[src/rtl/half_adder_pkg.sv]
// Shared constants for the registered multi-lane half adder.
package half_adder_pkg;

  localparam int unsigned LANES_MAX     = 64;
  localparam int unsigned CNT_W_DEFAULT = 16;

endpackage : half_adder_pkg

[src/rtl/half_adder_lane.sv]
// Combinational 1-bit half adder cell.
module half_adder_lane (
  input  logic a,
  input  logic b,
  output logic sum_c,
  output logic carry_c
);

  assign sum_c   = a ^ b;
  assign carry_c = a & b;

endmodule : half_adder_lane

[src/rtl/half_adder.sv]
// Registered multi-lane half adder with valid qualifier and a saturating
// carry-event counter for datapath debug.
module half_adder
  import half_adder_pkg::*;
#(
  parameter int unsigned LANES = 1,
  parameter int unsigned CNT_W = CNT_W_DEFAULT
) (
  input  logic             clk,
  input  logic             rst,
  input  logic [LANES-1:0] a,
  input  logic [LANES-1:0] b,
  input  logic             valid_in,
  input  logic             clr_cnt,
  output logic [LANES-1:0] sum,
  output logic [LANES-1:0] carry,
  output logic             valid_out,
  output logic             carry_any,
  output logic [CNT_W-1:0] carry_cnt
);

  localparam logic [CNT_W-1:0] CNT_MAX = '1;

  logic [LANES-1:0] sum_c;
  logic [LANES-1:0] carry_c;
  logic             carry_any_c;
  logic             cnt_inc_c;

  // Independent lanes; no carry ripples between them.
  for (genvar i = 0; i < LANES; i++) begin : g_lane
    half_adder_lane u_lane (
      .a       (a[i]),
      .b       (b[i]),
      .sum_c   (sum_c[i]),
      .carry_c (carry_c[i])
    );
  end

  assign carry_any_c = |carry_c;
  assign cnt_inc_c   = valid_in && carry_any_c && (carry_cnt != CNT_MAX);

  // Result registers load only on accepted cycles, so unqualified operands never leak.
  always_ff @(posedge clk) begin
    if (rst) begin
      sum       <= '0;
      carry     <= '0;
      valid_out <= 1'b0;
      carry_any <= 1'b0;
    end else begin
      valid_out <= valid_in;
      if (valid_in) begin
        sum       <= sum_c;
        carry     <= carry_c;
        carry_any <= carry_any_c;
      end
    end
  end

  // Clear wins over increment; counter sticks at its maximum.
  always_ff @(posedge clk) begin
    if (rst) begin
      carry_cnt <= '0;
    end else if (clr_cnt) begin
      carry_cnt <= '0;
    end else if (cnt_inc_c) begin
      carry_cnt <= carry_cnt + CNT_W'(1);
    end
  end

endmodule : half_adder

[config.mk]
export PLATFORM = sky130hd
export DESIGN_NAME = half_adder
export DESIGN_NICKNAME = d
export VERILOG_FILES = /design/src/rtl/half_adder_pkg.sv /design/src/rtl/half_adder_lane.sv /design/src/rtl/half_adder.sv
export SDC_FILE = /design/constraint.sdc
export NUM_CORES = 1
export LEC_CHECK = 0
export ABC_AREA = 1
export BUFFER_PORTS_ARGS = -buffer_cell sky130_fd_sc_hd__clkbuf_2
export CORE_ASPECT_RATIO = 1.75
export CORE_MARGIN = 2
export CORE_UTILIZATION = 40
export DETAILED_ROUTE_END_ITERATION = 7
export PLACE_DENSITY = 0.68
export SKIP_LAST_GASP = 1
export SLEW_MARGIN = 20
export SYNTH_ARGS = -nofsm -noshare
export SYNTH_HDL_FRONTEND = slang
export SYNTH_SLANG_ARGS = --single-unit
[constraint.sdc]
create_clock -name clk -period 1.7 [get_ports clk]
set_input_delay 0.255 -clock clk [delete_from_list [all_inputs] [get_ports clk]]
set_output_delay 0.255 -clock clk [all_outputs]
set_load 0.1 [all_outputs]
==> metrics.csv, run 1 <==
metric,value,unit
status,"complete, no violations",
startpoint_type,flop,
rsz0062_at_grt,no,
path_cells,"ha_1, inv_1, nor2_2, nand4_4, a21oi_1, nor2_1",
p_clk_share,37.2,%
cts_root_buf,clkbuf_8,
yosysTopAreaCell,dfxtp_1,
place_inst,206,
cts_max_level,1,
diodes,0,
drcViolationCount,0,
slew_headroom,63.95,%
synth_cell_types,18,
hold_path.class,in -> reg,
cts_buffer_depth,2,
final_cells,210,
synth.cell_area,0.001042,mm2
fin_skew,0.006425,ns
synth_edf_count,0,
critical_path.max_fanout,16,
finalSetupTns,0,ns
nFillCells,263,
yosysMostFrequentCell,nand2_1,
coreArea,0.002492,mm2
ys_seq_area_share,36.49,%
start_util,41.82,%
irDropWorstVdd,0.5643,mV
layout-drive-gt1-share,32.07,%
cts.clk_slew.worst_paths,0.07,ns
swShare,26.17,%
num_vias,1079,
finalWorstSetupSlack,0.2976,ns
final_util,50.40,%
drt_wl_total,2.302,mm
arrival,1.56,ns
dr.pass1.iters,4,
slowest_stage,dfxtp_4,
dp_hpwl,1.761,mm
p_seq_share,52.8,%
die_w,42.59,um
place_ws,0.2522,ns
syn2layout_area_growth,20.53,%
r2r-start,carry_cnt[0],
end_kind,flop,
grt_pass1_vias,1028,
hold-worst-slack,0.1891,ns
setup_violations,0,
post_drt_via_cell_ratio,5.138,
cts_tree,built,
drt_iter0_drc,24,
grt_max_degree,17,
postCtsSetupRepairBufs,0,
ys_async_sr_fraction,0,%
synthTopCellsByCount,"nand2_1 (41), nor2_1 (40), dfxtp_1 (19)",
yosysTopAreaCellShare,36.49,%
clock-sinks,19,
required,1.86,ns
gp_congestion,0.7865,
num_io_pins,26,
antenna_found_initial,0,
routedWlPerCell,10.96,um
avgSynthCellArea,6.639,um2
synth_area_leaders,"dfxtp_1 (36%), nand2_1 (15%), nor2_1 (14%)",
cts_buffers,3,
portBuffers,25,
post-route-period-util,82.49,%
tightestPinTransition,0.5430,ns
die_h,71.53,um
min_from,rst,
leakagePower,0.5136,nW
cts_hold_buf,0,
power.density,677.7,mW/mm2
placementRows,24,
power_switching,0.0002228,W
crit_start,carry_cnt[0],
clk_latency,0.26,ns
yosys_warnings,0,
combPwrFrac,9.9,%
grt_pass1_wl,4.071,mm
drv_slew,0,
ys.flop_type,dfxtp_1,
die_area,0.003046,mm2
clock.fmax,0.7131,GHz
post_cts_resized,0,
internal-power,0.0006285,W
hold_violations,0,
post-route-min-period,1.402,ns
antenna_left,0,
syn_nets,165,
max_cap_violations,0,
max_stage_delay,0.36,ns
grt_use_total,17.18,%
synth_seq_cells,19,
gr-total-overflow,0,
fin_nets,193,
syn_inst,157,
crit_type,reg -> reg,
power by group through the flow:
stage	combinational, W	sequential (W)	clock [W]
floorplan	0.0000316	0.000495	0
global placement	0.0000831	0.000460	0
detailed placement	0.0000849	0.000460	0
CTS	0.0000851	0.000450	0.000327
global route	0.0000915	0.000450	0.000347
finish	0.0000844	0.000450	0.000317
routing by layer:
metal	wire length [um]	global-route usage (%)	vias up
li1	-	-	551
met1	921	17.43	485
met2	1218	32.48	37
met3	111	2.519	6
met4	51	9.028	0
met5	0	0	-
placed cells by master, fill, tap and decap left out, types with 3 or more instances in the layout:
cell	instances
a21oi_1	11
clkbuf_2	25
clkbuf_8	3
dfxtp_1	3
dfxtp_2	14
inv_1	12
nand2_1	41
nand2_2	3
nand3_1	13
nor2_1	40
nor2_4	4
flip-flops by register name, indices dropped and copies added (netlist names):
signal and cells:
carry_any 1, carry_cnt 16, sum 1, valid_out 1
critical path, delay by kind of cell, from the launching register on:
kind / cells / cell delay, ns
DFF: 1 / 0.36
AOI/OAI and AO/OA: 1 / 0.23
and+or+nand+nor: 3 / 0.52
adders and majority gates: 1 / 0.14
buffers and inverters: 1 / 0.06
area by class of cell:
class                      instances  area, um2  area share, %
timing repair buffer              26      132.6          10.56
tap                               26      32.53          2.590
sequential                        19      405.4          32.27
multi-input combinational        123      594.3          47.31
clock inverter                     1      5.005         0.3984
inverter                          12      45.04          3.586
clock buffer                       3      41.29          3.287
through the flow:
| stage | instance area [um2] | total power, W |
|---|---|---|
| 2_1_floorplan | 1067 | 0.0005267 |
| 3_3_place_gp | 1210 | 0.0005431 |
| 3_5_place_dp | 1210 | 0.0005450 |
| 4_1_cts | 1256 | 0.0008614 |
| 5_1_grt | 1256 | 0.0008887 |
| 6_report | 1256 | 0.0008513 |
logic make-up after synthesis:
logic type / share of synthesized area [%]
AND/OR/NAND/NOR: 48.50
flip-flops: 36.49
buffers and inverters: 6.482
AO/OA/AOI/OAI: 6.122
adder cells (fa/ha/maj): 2.401
final timing paths:
kind | endpoint | slack, ns | depth (start not counted)
max | carry_cnt[11] | 0.30 | 6
min | sum | 0.19 | 2
max reg2reg | carry_cnt[11] | 0.30 | 6
min reg2reg | sum | 0.47 | 2
Power figures use the tool's default switching activity.
==> run 2: changes to the inputs <==
--- a/config.mk
+++ b/config.mk
@@ -5,13 +5,13 @@
 export SDC_FILE = /design/constraint.sdc
 export NUM_CORES = 1
 export LEC_CHECK = 0
-export ABC_AREA = 1
+export ABC_AREA = 0
 export BUFFER_PORTS_ARGS = -buffer_cell sky130_fd_sc_hd__clkbuf_2
 export CORE_ASPECT_RATIO = 1.75
 export CORE_MARGIN = 2
 export CORE_UTILIZATION = 40
 export DETAILED_ROUTE_END_ITERATION = 7
-export PLACE_DENSITY = 0.68
+export PLACE_DENSITY = 0.69
 export SKIP_LAST_GASP = 1
 export SLEW_MARGIN = 20
 export SYNTH_ARGS = -nofsm -noshare
==> constraint.sdc (replaced) <==
create_clock -name clk -period 1.4 [get_ports clk]
set_input_delay 0.21 -clock clk [delete_from_list [all_inputs] [get_ports clk]]
set_output_delay 0.21 -clock clk [all_outputs]
set_load 0.1 [all_outputs]
==> metrics.csv, run 2 <==
metric,value,unit,change
status,finished with violations,,
violations,negative setup slack,,
fin_nets,178,,-7.8%
power.density,558.1,mW/mm2,-18%
ys_async_sr_fraction,0,%,unchanged
drv_slew,0,,unchanged
grt_max_degree,14,,-3
final_cell_area,0.001609,mm2,+28%
synth_edf_count,0,,unchanged
finalSetupTns,-2.623,ns,-2.623 ns
yosysTopAreaCellShare,41.87,%,+5.4 points
clock-sinks,19,,unchanged
tightestPinTransition,0.5426,ns,-0.0003803 ns
rsz0062_at_grt,yes,,
die_area,0.002683,mm2,-12%
post-route-min-period,1.677,ns,+0.2751 ns
syn_nets,115,,-30%
startpoint_type,flop,,
grt_use_total,25.16,%,+8.0 points
num_vias,1112,,+3.1%
irDropWorstVdd,0.4917,mV,-13%
clock.fmax,0.5961,GHz,-16%
place_inst,178,,-14%
cts_max_level,1,,unchanged
die_h,67.04,um,-6.3%
drt_wl_total,3.006,mm,+31%
max_flop_register,carry_cnt,,
fin_skew,0.004547,ns,-0.001878 ns
placementRows,22,,-8.3%
met3_usage,2.667,%,+0.15 points
largest_reg_flops,16,,unchanged
final_cells,193,,-8.1%
portBuffers,25,,unchanged
grt_pass1_wl,4.740,mm,+16%
post_drt_via_cell_ratio,5.762,,+12%
diodes,0,,unchanged
cts_hold_buf,0,,unchanged
drcViolationCount,0,,unchanged
coreArea,0.002120,mm2,-15%
drt_iter0_drc,25,,+4.2%
yosysTopAreaCell,dfxtp_1,,
dr.pass1.iters,4,,unchanged
ys_seq_area_share,41.87,%,+5.4 points
post-route-period-util,119.8,%,+37 points
grt_pass1_vias,1105,,+7.5%
hold_path.class,in -> reg,,
routedWlPerCell,15.58,um,+42%
avgSynthCellArea,8.489,um2,+28%
synth_seq_cells,19,,unchanged
dp_hpwl,2.069,mm,+18%
hold_violations,0,,unchanged
die_w,40.03,um,-6.0%
synth_area_leaders,"dfxtp_1 (42%), a21oi_1 (7.2%), o31ai_1 (5.8%)",,
leakagePower,0.6644,nW,+29%
antenna_found_initial,0,,unchanged
cts_buffer_depth,2,,unchanged
cts.clk_slew.worst_paths,0.11,ns,+0.04 ns
critical_path.max_fanout,4,,-12
layout_common_cells,"buf_4 (47), dfxtp_4 (16), a21oi_1 (11)",,
slew_headroom,63.98,%,about the same
dpl_cell_area,0.001400,mm2,+16%
arrival,1.91,ns,+0.35 ns
antenna_left,0,,unchanged
gr-total-overflow,0,,unchanged
max_cap_violations,0,,unchanged
syn_inst,107,,-32%
cts_tree,built,,
cts_root_buf,clkbuf_4,,
power,0.0008980,W,+5.5%
setup_violations,17,,+17
met1_usage,25.10,%,+7.7 points
busiest_layer,met2,,
ys.flop_type,dfxtp_1,,
place_ws,-0.3355,ns,-0.5877 ns
synthTopCellsByCount,"dfxtp_1 (19), a21oi_1 (13), nand2_1 (8), or3_1 (8)",,
yosys_warnings,0,,unchanged
syn2layout_area_growth,77.13,%,
gp_congestion,0.7987,,+1.6%
clk_latency,0.29,ns,+0.03 ns
gr-usage-met2,48.19,%,+16 points
layout-drive-gt1-share,60.95,%,+29 points
start_util,42.86,%,+1.0 points
end_kind,flop,,
crit_type,reg -> reg,,
synth.cell_area,908.4,um2,-13%
synth_cell_types,29,,+11
required,1.63,ns,-0.23 ns
yosysMostFrequentCell,dfxtp_1,,
num_io_pins,26,,unchanged
finalWorstSetupSlack,-0.2775,ns,-0.5751 ns
cts_buffers,3,,unchanged
layout_commonest_cell,buf_4,,
-- run 2: cell count changes in the layout (fill, tap and decap cells not counted), sizes merged, moves of 8 or more --
cell,change
buf,+52
nor2,-41
nand2,-36
clkbuf,-15
inv,-10
nand3,-9
or3,+8
-- run 2: final cells by class --
| class | instances | area [um2] |
|---|---|---|
| well taps | 24 | 30.03 |
| multi-input cells | 82 | 638.1 |
| clock buffers | 4 | 26.28 |
| repair buffers | 62 | 465.4 |
| flip-flops and latches | 19 | 441.7 |
| fillers | 153 | 510.5 |
| inverters | 2 | 7.507 |
-- run 2: metal layers --
metal | wire length (um) | vias up
li1 | - | 545
met3 | 97 | 2
met2 | 1729 | 31
met5 | 0 | -
met1 | 1161 | 534
met4 | 17 | 0
-- run 2: worst max-delay path, cell delays in order (launching register included) --
cell and delay, ns:
dfxtp_4 0.38, buf_6 0.09, nand4_1 0.12, or3_4 0.41, or4_4 0.49, a21oi_2 0.12
-- run 2: path summary, 6_finish.rpt --
| kind | start | end | slack [ns] | cells past startpoint |
|---|---|---|---|---|
| setup / recovery | carry_cnt[1] | carry_cnt[15] | -0.28 | 5 |
| hold / removal | rst | carry_any | 0.12 | 2 |
| setup reg to reg | carry_cnt[1] | carry_cnt[15] | -0.28 | 5 |
| hold reg to reg | carry_any | carry_any | 0.49 | 2 |
-- run 2: cell families after synthesis --
kind of cell	synth area share [%]
adders and majority gates	2.754
and+or+nand+nor	28.79
AOI/OAI and AO/OA	22.45
buffers and inverters	3.031
muxes	1.102
DFF	41.87
-- run 2: report_power, final --
group,switching (W),internal [W],total (W)
clock,0.000172,0.000111,0.000283
combinational,0.0000752,0.0000217,0.0000969
sequential,0.00000313,0.000515,0.000518
-- run 2: stage by stage --
step	utilization (%)	hold slack (ns)
after floorplan	-	0.2717
after global placement	66.06	0.4260
after detailed placement	66.06	0.4332
after CTS	71.78	0.1108
after global routing	75.91	0.1399
final	75.91	0.1168
-- run 2: repair_timing --
action                     in CTS  in global routing
buffers inserted                7                  5
setup endpoints to repair      16                 16
gates resized for setup        13                 10
pin swaps                      11                  7
==> run 3: changes to the inputs <==
--- a/config.mk
+++ b/config.mk
@@ -7,11 +7,12 @@
 export LEC_CHECK = 0
 export ABC_AREA = 0
 export BUFFER_PORTS_ARGS = -buffer_cell sky130_fd_sc_hd__clkbuf_2
-export CORE_ASPECT_RATIO = 1.75
 export CORE_MARGIN = 2
-export CORE_UTILIZATION = 40
+export CORE_UTILIZATION = 49
 export DETAILED_ROUTE_END_ITERATION = 7
-export PLACE_DENSITY = 0.69
+export GPL_TIMING_DRIVEN = 1
+export PLACE_DENSITY = 0.81
+export RECOVER_POWER = 50
 export SKIP_LAST_GASP = 1
 export SLEW_MARGIN = 20
 export SYNTH_ARGS = -nofsm -noshare
==> metrics.csv, run 3 (same netlist as run 2, synthesis figures left out) <==
metric,value,unit,change
dp_hpwl,1.981,mm,-4.3%
holdPathEnd,sum,,
cts_buffers,3,,unchanged
cts_root_buf,clkbuf_4,,
die_w,47.06,um,+18%
grt_pass1_vias,1015,,-8.1%
fin_nets,177,,-0.56%
hold_path.class,in -> reg,,
post_drt_via_cell_ratio,6.290,,+9.2%
gp_congestion,0.8518,,+6.6%
antenna_left,0,,unchanged
placementRows,15,,-32%
internal-power,0.0006463,W,-0.22%
violations,negative setup slack,,
crit_type,reg -> reg,,
reg2regPathDepth,8,,+3
dr.pass1.iters,4,,unchanged
routedWlPerCell,18.32,um,+18%
arrival,1.96,ns,+0.05 ns
slew_headroom,63.78,%,-0.20 points
setup_violations,16,,-1
combPwrFrac,10.6,%,-0.2 points
portBuffers,25,,unchanged
finalWorstSetupSlack,-0.3685,ns,-0.09106 ns
drv_slew,0,,unchanged
diodes,0,,unchanged
num_vias,1214,,+9.2%
hold-worst-slack,0.1176,ns,+0.0007370 ns
fin_skew,0.005999,ns,+0.001451 ns
start_util,52.61,%,+9.8 points
r2r_end,carry_cnt[1],,
cts.clk_slew.worst_paths,0.10,ns,about the same
critical_path.max_fanout,7,,+3
antenna_found_initial,0,,unchanged
max_cap_violations,0,,unchanged
die_h,47.06,um,-30%
post-route-min-period,1.769,ns,+0.09106 ns
status,finished with violations,,
final_cell_area,0.001572,mm2,-2.3%
crit_start,carry_cnt[1],,
p_seq_share,57.1,%,-0.6 points
end_kind,flop,,
num_io_pins,26,,unchanged
leakagePower,0.6553,nW,-1.4%
syn2layout_area_growth,73.00,%,
tightestPinTransition,0.5456,ns,+0.002980 ns
irDropWorstVdd,0.8228,mV,+67%
die_area,0.002214,mm2,-17%
r2r_slack,-0.37,ns,-0.09 ns
layout_commonest_cell,buf_4,,
swShare,28.80,%,+0.93 points
cts_buffer_depth,2,,unchanged
grt_pass1_wl,4.609,mm,-2.8%
min_from,rst,,
cts_tree,built,,
layout-drive-gt1-share,60.71,%,-0.23 points
dpl_cell_area,0.001431,mm2,+2.2%
holdPathStages,2,,unchanged
grt_use_total,29.69,%,+4.5 points
gr-total-overflow,0,,unchanged
startpoint_type,flop,,
p_clk_share,32.3,%,+0.8 points
required,1.59,ns,-0.04 ns
cts_max_level,1,,unchanged
rsz0062_at_grt,yes,,
largest_reg_flops,16,,unchanged
max_flop_register,carry_cnt,,
drt_iter0_drc,41,,+64%
r2r-start,carry_cnt[1],,
clk_latency,0.31,ns,+0.02 ns
drcViolationCount,0,,unchanged
power.density,577.6,mW/mm2,+3.5%
post-route-period-util,126.3,%,+6.5 points
coreArea,0.001727,mm2,-19%
clock.fmax,0.5654,GHz,-5.1%
grt_max_degree,14,,unchanged
drt_wl_total,3.536,mm,+18%
layout_common_cells,"buf_4 (42), dfxtp_4 (16), clkbuf_4 (11)",,
power_switching,0.0002614,W,+4.4%
clock-sinks,19,,unchanged
hold_violations,0,,unchanged
## run 3: changes by cell type in the layout (fill, tap and decap cells not counted), sizes merged
cell	delta
buf	-9
clkbuf	+8
## run 3: worst max path at each step
stage | end | slack (ns) | depth (start not counted)
floorplan | carry_cnt[10] | -0.50 | 6
global placement | carry_cnt[15] | -0.27 | 6
detailed placement | carry_cnt[15] | -0.33 | 6
CTS | carry_cnt[15] | -0.19 | 4
global route | carry_cnt[1] | -0.43 | 8
finish | carry_cnt[1] | -0.37 | 8
## run 3: per-stage QoR
step / cells / power [W] / util (%) / TNS, ns / worst slack, ns
6_report: 193 / 0.0009077 / 91.01 / -3.412 / -0.3685
5_1_grt: 193 / 0.0009324 / 91.01 / -4.038 / -0.4269
4_1_cts: 189 / 0.0009026 / 86.67 / -1.931 / -0.1945
3_5_place_dp: 183 / 0.0006240 / 82.90 / -2.678 / -0.3325
3_3_place_gp: 183 / 0.0006220 / 82.90 / -2.225 / -0.2721
2_1_floorplan: 107 / 0.0006010 / - / -4.823 / -0.5012
## run 3: power by group through the flow
stage | logic, W | clock network [W] | registers (W)
floorplan | 0.0000297 | 0 | 0.000571
global placement | 0.0000911 | 0 | 0.000531
detailed placement | 0.0000928 | 0 | 0.000531
CTS | 0.0000930 | 0.000291 | 0.000519
global route | 0.000100 | 0.000313 | 0.000519
finish | 0.0000963 | 0.000293 | 0.000519
## run 3: cell type report
class                           count  area, um2
Fill cell                          72      155.1
Tap cell                           25      31.28
Timing Repair Buffer               61      442.9
Inverter                            2      7.507
Sequential cell                    19      441.7
Multi-Input combinational cell     82      621.8
Clock buffer                        4      26.28
## run 3: what timing repair did
| action | in CTS | in global routing |
|---|---|---|
| pin swaps | 11 | 12 |
| hold buffers | 0 | 0 |
| endpoints found under the setup margin | 16 | 16 |
| setup buffers | 2 | 5 |
| gates resized for setup | 7 | 12 |
## run 3: per-layer routing
layer | vias to the layer above | wire length [um] | GRT usage, %
met4 | 0 | 174 | 13.33
met1 | 572 | 1355 | 39.29
met2 | 80 | 1649 | 46.30
met5 | - | 0 | 0
li1 | 540 | - | -
met3 | 22 | 356 | 6.538
## run 3: worst max-delay path, stage by stage, from the launching register on
cell	delay, ns
dfxtp_4	0.39
ha_4	0.17
nand4_1	0.12
buf_4	0.17
nor4_4	0.23
buf_4	0.22
buf_4	0.12
o211ai_1	0.10
o31ai_1	0.13
